[src/rtl/scan_sseg_multi_disp.sv]
// -----------------------------------------------------------------------------
// scan_sseg_multi_disp
//
// Time-multiplexed seven-segment driver for NUM_DIGITS digits. A full frame of
// hex digits, decimal points, digit enables and the leading-zero flag is held
// in shadow registers that only change at a frame wrap, so one scan of the
// display never mixes old and new data. Each digit slot lasts SCAN_DIV clocks;
// the first BLANK_CYC clocks of a slot keep every anode off to avoid ghosting.
//
// Ports:
//   clk        in   system clock
//   reset      in   asynchronous, active-high reset
//   hex_in     in   digit i value at [4i+3:4i]; digit 0 is rightmost
//   dp_in      in   decimal point request per digit (1 = lit)
//   en_in      in   digit enable (0 = dark, slot still consumed)
//   lz_blank   in   leading-zero suppression enable, captured with the frame
//   load       in   one-cycle strobe requesting a capture at the next wrap
//   an         out  digit select (registered), polarity by AN_ACTIVE_LOW
//   sseg       out  segments {g,f,e,d,c,b,a} (registered), by SEG_ACTIVE_LOW
//   dp_out     out  decimal point (registered), by SEG_ACTIVE_LOW
//   frame_tick out  one-cycle pulse at each frame start
// -----------------------------------------------------------------------------
module scan_sseg_multi_disp #(
  parameter int NUM_DIGITS     = 8,
  parameter int SCAN_DIV       = 50000,
  parameter int BLANK_CYC      = 500,
  parameter bit AN_ACTIVE_LOW  = 1'b1,
  parameter bit SEG_ACTIVE_LOW = 1'b1
) (
  input  logic                      clk,
  input  logic                      reset,
  input  logic [4*NUM_DIGITS-1:0]   hex_in,
  input  logic [NUM_DIGITS-1:0]     dp_in,
  input  logic [NUM_DIGITS-1:0]     en_in,
  input  logic                      lz_blank,
  input  logic                      load,
  output logic [NUM_DIGITS-1:0]     an,
  output logic [6:0]                sseg,
  output logic                      dp_out,
  output logic                      frame_tick
);

  localparam int CNT_W = $clog2(SCAN_DIV);
  localparam int IDX_W = (NUM_DIGITS > 1) ? $clog2(NUM_DIGITS) : 1;

  localparam logic [CNT_W-1:0]      CNT_MAX   = CNT_W'(SCAN_DIV - 1);
  localparam logic [CNT_W-1:0]      BLANK_END = CNT_W'(BLANK_CYC);
  localparam logic [IDX_W-1:0]      IDX_MAX   = IDX_W'(NUM_DIGITS - 1);
  // Idle (unlit / unselected) pin levels for the chosen polarities.
  localparam logic [NUM_DIGITS-1:0] AN_OFF    = {NUM_DIGITS{AN_ACTIVE_LOW}};
  localparam logic [6:0]            SEG_OFF   = {7{SEG_ACTIVE_LOW}};
  localparam logic                  DP_OFF    = SEG_ACTIVE_LOW;

  // Hex to seven-segment, active-low form {g,f,e,d,c,b,a}.
  function automatic logic [6:0] decode_hex(input logic [3:0] v);
    logic [6:0] s;
    case (v)
      4'h0:    s = 7'b1000000;
      4'h1:    s = 7'b1111001;
      4'h2:    s = 7'b0100100;
      4'h3:    s = 7'b0110000;
      4'h4:    s = 7'b0011001;
      4'h5:    s = 7'b0010010;
      4'h6:    s = 7'b0000010;
      4'h7:    s = 7'b1111000;
      4'h8:    s = 7'b0000000;
      4'h9:    s = 7'b0010000;
      4'hA:    s = 7'b0001000;
      4'hB:    s = 7'b0000011;
      4'hC:    s = 7'b1000110;
      4'hD:    s = 7'b0100001;
      4'hE:    s = 7'b0000110;
      4'hF:    s = 7'b0001110;
      default: s = 7'b1111111;
    endcase
    return s;
  endfunction

  logic [CNT_W-1:0]        cnt_q, cnt_d;
  logic [IDX_W-1:0]        idx_q, idx_d;
  logic                    pend_q, pend_d;
  logic [4*NUM_DIGITS-1:0] sh_hex_q;
  logic [NUM_DIGITS-1:0]   sh_dp_q;
  logic [NUM_DIGITS-1:0]   sh_en_q;
  logic                    sh_lz_q;
  logic [NUM_DIGITS-1:0]   an_q, an_d;
  logic [6:0]              sseg_q, sseg_d;
  logic                    dp_q, dp_d;
  logic                    tick_q;

  logic                    slot_end_s;
  logic                    wrap_s;
  logic                    capture_s;
  logic [NUM_DIGITS-1:0]   visible_s;
  logic [NUM_DIGITS-1:0]   onehot_s;

  // Slot counter, digit index and pending-load bookkeeping.
  always_comb begin
    slot_end_s = (cnt_q == CNT_MAX);
    wrap_s     = slot_end_s && (idx_q == IDX_MAX);
    capture_s  = wrap_s && (pend_q || load);

    if (slot_end_s) begin
      cnt_d = {CNT_W{1'b0}};
    end else begin
      cnt_d = cnt_q + CNT_W'(1);
    end

    if (wrap_s) begin
      idx_d = {IDX_W{1'b0}};
    end else if (slot_end_s) begin
      idx_d = idx_q + IDX_W'(1);
    end else begin
      idx_d = idx_q;
    end

    // Every wrap consumes the request; loads between wraps merge into one.
    if (wrap_s) begin
      pend_d = 1'b0;
    end else if (load) begin
      pend_d = 1'b1;
    end else begin
      pend_d = pend_q;
    end
  end

  // Visibility: enable gated by leading-zero suppression. Scanning from the
  // most significant digit down, zero_run stays set while every enabled digit
  // seen so far is 0 with no dp; disabled digits do not break the run.
  always_comb begin
    logic zero_run;
    zero_run  = 1'b1;
    visible_s = {NUM_DIGITS{1'b0}};
    for (int i = NUM_DIGITS - 1; i >= 0; i--) begin
      if (sh_en_q[i] && ((sh_hex_q[4*i +: 4] != 4'h0) || sh_dp_q[i])) begin
        zero_run = 1'b0;
      end else begin
        zero_run = zero_run;
      end
      visible_s[i] = sh_en_q[i] && !(sh_lz_q && zero_run && (i != 0));
    end
  end

  // Next pin values for the current (cnt, idx), polarity applied.
  always_comb begin
    for (int i = 0; i < NUM_DIGITS; i++) begin
      onehot_s[i] = (idx_q == IDX_W'(i));
    end
    if ((cnt_q < BLANK_END) || !visible_s[idx_q]) begin
      an_d   = AN_OFF;
      sseg_d = SEG_OFF;
      dp_d   = DP_OFF;
    end else begin
      // XOR with the idle level flips the selected bit to its active level.
      an_d   = AN_OFF ^ onehot_s;
      sseg_d = decode_hex(sh_hex_q[{idx_q, 2'b00} +: 4]) ^ {7{~SEG_ACTIVE_LOW}};
      dp_d   = sh_dp_q[idx_q] ^ SEG_ACTIVE_LOW;
    end
  end

  // Scan state registers.
  always_ff @(posedge clk or posedge reset) begin
    if (reset) begin
      cnt_q  <= {CNT_W{1'b0}};
      idx_q  <= {IDX_W{1'b0}};
      pend_q <= 1'b0;
    end else begin
      cnt_q  <= cnt_d;
      idx_q  <= idx_d;
      pend_q <= pend_d;
    end
  end

  // Shadow frame registers; inputs are sampled at the wrap, not at the load.
  always_ff @(posedge clk or posedge reset) begin
    if (reset) begin
      sh_hex_q <= {(4*NUM_DIGITS){1'b0}};
      sh_dp_q  <= {NUM_DIGITS{1'b0}};
      sh_en_q  <= {NUM_DIGITS{1'b0}};
      sh_lz_q  <= 1'b0;
    end else if (capture_s) begin
      sh_hex_q <= hex_in;
      sh_dp_q  <= dp_in;
      sh_en_q  <= en_in;
      sh_lz_q  <= lz_blank;
    end else begin
      sh_hex_q <= sh_hex_q;
      sh_dp_q  <= sh_dp_q;
      sh_en_q  <= sh_en_q;
      sh_lz_q  <= sh_lz_q;
    end
  end

  // Registered display pins and frame pulse.
  always_ff @(posedge clk or posedge reset) begin
    if (reset) begin
      an_q   <= AN_OFF;
      sseg_q <= SEG_OFF;
      dp_q   <= DP_OFF;
      tick_q <= 1'b0;
    end else begin
      an_q   <= an_d;
      sseg_q <= sseg_d;
      dp_q   <= dp_d;
      tick_q <= wrap_s;
    end
  end

  assign an         = an_q;
  assign sseg       = sseg_q;
  assign dp_out     = dp_q;
  assign frame_tick = tick_q;

endmodule

[config.mk]
export PLATFORM = sky130hd
export DESIGN_NAME = scan_sseg_multi_disp
export DESIGN_NICKNAME = d
export VERILOG_FILES = /design/src/rtl/scan_sseg_multi_disp.sv
export SDC_FILE = /design/constraint.sdc
export NUM_CORES = 1
export LEC_CHECK = 0
export ABC_AREA = 1
export BUFFER_PORTS_ARGS = -buffer_cell sky130_fd_sc_hd__buf_2
export CAP_MARGIN = 40
export CORE_MARGIN = 10
export CORE_UTILIZATION = 55
export DETAILED_ROUTE_END_ITERATION = 16
export GPL_ROUTABILITY_DRIVEN = 0
export PLACE_DENSITY = 0.89
export SLEW_MARGIN = 20
export SYNTH_ARGS = -nofsm -noshare
export SYNTH_HDL_FRONTEND = slang
export SYNTH_SLANG_ARGS = --single-unit
[constraint.sdc]
create_clock -name clk -period 4.6 [get_ports clk]
set_input_delay 0.46 -clock clk [delete_from_list [all_inputs] [get_ports clk]]
set_output_delay 0.46 -clock clk [all_outputs]
set_load 0.005 [all_outputs]
==> qor.yml <==
status:
  status: "completed"
synth:
  synth_cells: 451
  synth.distinct_cells: 33
  synth.yosys.seq_area_share_pct: 49.6
  syn_area_um2: 4380
  yosys_warnings: 0
  syn_area_per_cell_um2: 9.70
  ys_ff_latch: 86
  synth_fp_nets: 516
  synth_area_leaders: "dfrtp_1, mux2_2, dfstp_2"
  synth_top_cell_area_share_pct: 40.0
  yosys.area.top_type: "dfrtp_1"
detailed_routing:
  drt_wl_total_um: 10600
  ant_nets: 0
  drc_errors: 0
  viasPerCell: 5.73
  num_vias: 3565
  wire_per_inst_um: 17.0
  drt_pass1_iterations: 5
  first_iter_violations: 397
clocking:
  postCtsSetupBuffers: 0
  cts_hold_buf: 0
  clk_pin_slew_ns: 0.10
  cts_tree: "yes"
  cts_resized: 0
  cts-root-buf: "clkbuf_8"
  clkSinkCount: 86
  cts_made_buffers: 9
  cts_buffer_depth: 2
  cts-htree-levels: 3
  clock_latency_ns: 0.37
timing:
  max_freq_mhz: 310
  worstMarginPinSlew_ns: 0.838
  rsz0062_at_grt: "no"
  min_period_ns: 3.23
  timing.final.crit_share_pct: 70.2
  relSlewSlack_pct: 44.1
  maxSlewViolCount: 0
  fin_setup_tns_ns: 0
  final_hold_viol_count: 0
  fin_skew_ns: 0.0111
  setup_viol: 0
  fin_hold_ws_ns: 0.126
layout:
  fin_nets: 580
  final_util_pct: 64.1
  syn_to_final_growth_pct: 13.2
  diodes: 0
  drive_gt1_share_pct: 31.3
  fill_cells: 607
place:
  dp_hpwl_um: 7760
  port_buffers: 68
pwr:
  power.switching_mw: 0.325
  pwr-share-comb_pct: 2.8
  p_leak_nw: 2.47
  seq_power_share_pct: 57.9
  ir_drop_mv: 0.151
  pwr_density_cell_nw_per_um2: 264
  p_clk_share_pct: 39.3
  switching_share_pct: 24.9
  intPower_mw: 0.982
min_path:
  holdCritPathClass: "in2async"
grt:
  grt_pass1_vias: 3535
  grt_pass1_wl_um: 16900
  grt_overflow: 0
  antenna_found_initial: 0
  grt_start_max_net_pins: 52
  grt.total_usage_pct: 17.6
worst_setup_path:
  path_class: "reg2reg"
  worstPathArrival_ns: 3.49
  cp_max_fo: 32
  end_kind: "flop"
  critical_path.startpoint_type: "flop"
  crit_required_ns: 4.86
floorplan:
  die_h_um: 109
  initial_core_util_pct: 56.6
  die_w_um: 109
  num_io_pins: 69
  die-area_um2: 11900
  rows: 32
  core-area_um2: 7730
flow_run:
  maxCapViolations: 0
## routing by layer
layer | GRT usage [%] | share of wire, % | up-vias
li1 | - | - | 1652
met1 | 21.3 | 41 | 1713
met2 | 29.4 | 49 | 173
met3 | 3.89 | 8.0 | 27
met4 | 7.71 | 2.5 | 0
met5 | 0 | 0 | -
## synthesized netlist by cell type
library cell and count:
nand3_2 1, o211ai_4 1, clkbuf_1 3, nor2_1 45, inv_1 45, nand4_1 19, inv_2 3, xor2_1 4
o21ai_1 3, ha_1 13, o21bai_1 1, a21oi_1 19, nand2_2 1, o22ai_1 4, a31oi_1 2, mux2_2 39
o21ai_0 33, dfstp_2 16, nand2_1 63, nor3b_1 2, dfrtp_1 70, buf_2 12, o211ai_1 7, nor4_2 2
clkinv_1 1, buf_4 1, buf_6 2, nor4_1 3, nand3_1 16, o21ai_2 1, mux2_4 10, nor3_1 8
nor3_2 1
## power by group through the flow
| stage | registers [mW] | clock network [mW] | logic, mW |
|---|---|---|---|
| after global placement | 0.770 | 0 | 0.0372 |
| after CTS | 0.756 | 0.521 | 0.0381 |
| after floorplan | 0.771 | 0 | 0.0115 |
| after global routing | 0.756 | 0.550 | 0.0420 |
| final | 0.756 | 0.514 | 0.0366 |
| after detailed placement | 0.770 | 0 | 0.0381 |
## critical path, stage by stage (launching register included)
cell and delay (ns):
dfrtp_1 0.90, inv_1 0.55, o21ai_0 0.29, o22ai_1 0.10
o21ai_1 0.33, inv_1 0.17, ha_1 0.24, inv_1 0.07
nor2_1 0.05, inv_1 0.08, nand2_1 0.07, nand2_1 0.07
nand2_1 0.06, inv_1 0.05, nand4_1 0.09
## final cells by class
cell class,instances,area (um2),area share (%)
Sequential cell,86,2170,43.8
Multi-Input combinational cell,298,1920,38.7
Timing Repair Buffer,71,363,7.32
Inverter,49,185,3.74
Tap cell,102,128,2.58
Clock buffer,9,124,2.50
Clock inverter,7,63.8,1.29
## kinds of logic after synthesis
| kind of cell | synth area share [%] |
|---|---|
| adder cells (fa/ha/maj) | 3.72 |
| multiplexers | 13.5 |
| buffers and inverters | 6.52 |
| XOR/XNOR | 0.800 |
| AND/OR/NAND/NOR | 16.7 |
| AO/OA/AOI/OAI | 9.21 |
| flip-flops | 49.6 |
## through the flow
step           instances  setup slack, ns  cell area [um2]  power, mW
2_1_floorplan        451             1.94             4380      0.782
3_3_place_gp         605             1.62             4760      0.808
3_5_place_dp         606             1.45             4770      0.809
4_1_cts              622             1.43             4950       1.32
5_1_grt              622             1.07             4950       1.35
6_report             622             1.37             4950       1.31
## sequential cells by signal, summed over array words and instances (netlist names)
register	flops
sh_hex_q	32
cnt_q	16
an	8
sh_dp_q	8
sh_en_q	8
sseg	7
idx_q	3
dp_out	1
frame_tick	1
pend_q	1
sh_lz_q	1
## cell usage in the layout, fill, tap and decap left out, types with 9 or more instances in the layout
master / n
buf_2: 68
o21ai_0: 33
nand2_1: 63
clkbuf_8: 9
nand3_1: 16
a21oi_1: 19
mux2_2: 39
inv_1: 44
ha_1: 13
dfrtp_1: 70
nor2_1: 45
mux2_4: 10
nand4_1: 19
dfstp_2: 16
## worst paths after layout
kind                                            end  slack [ns]  cells after the start                  from
setup / recovery                  sseg[3]$_DFF_PP1_        1.37                     14  idx_q[0]$_DFFE_PP0P_
hold / removal             sh_hex_q[31]$_DFFE_PP0P_        0.13                      2                 reset
setup reg to reg                  sseg[3]$_DFF_PP1_        1.37                     14  idx_q[0]$_DFFE_PP0P_
hold reg to reg                  cnt_q[0]$_DFF_PP0_        0.46                      1    cnt_q[0]$_DFF_PP0_
max in group asynchronous    sh_dp_q[0]$_DFFE_PP0P_        3.46                      3                 reset
min in group clk           sh_hex_q[16]$_DFFE_PP0P_        0.31                      2            hex_in[16]
(Power assumes the default switching activity.)
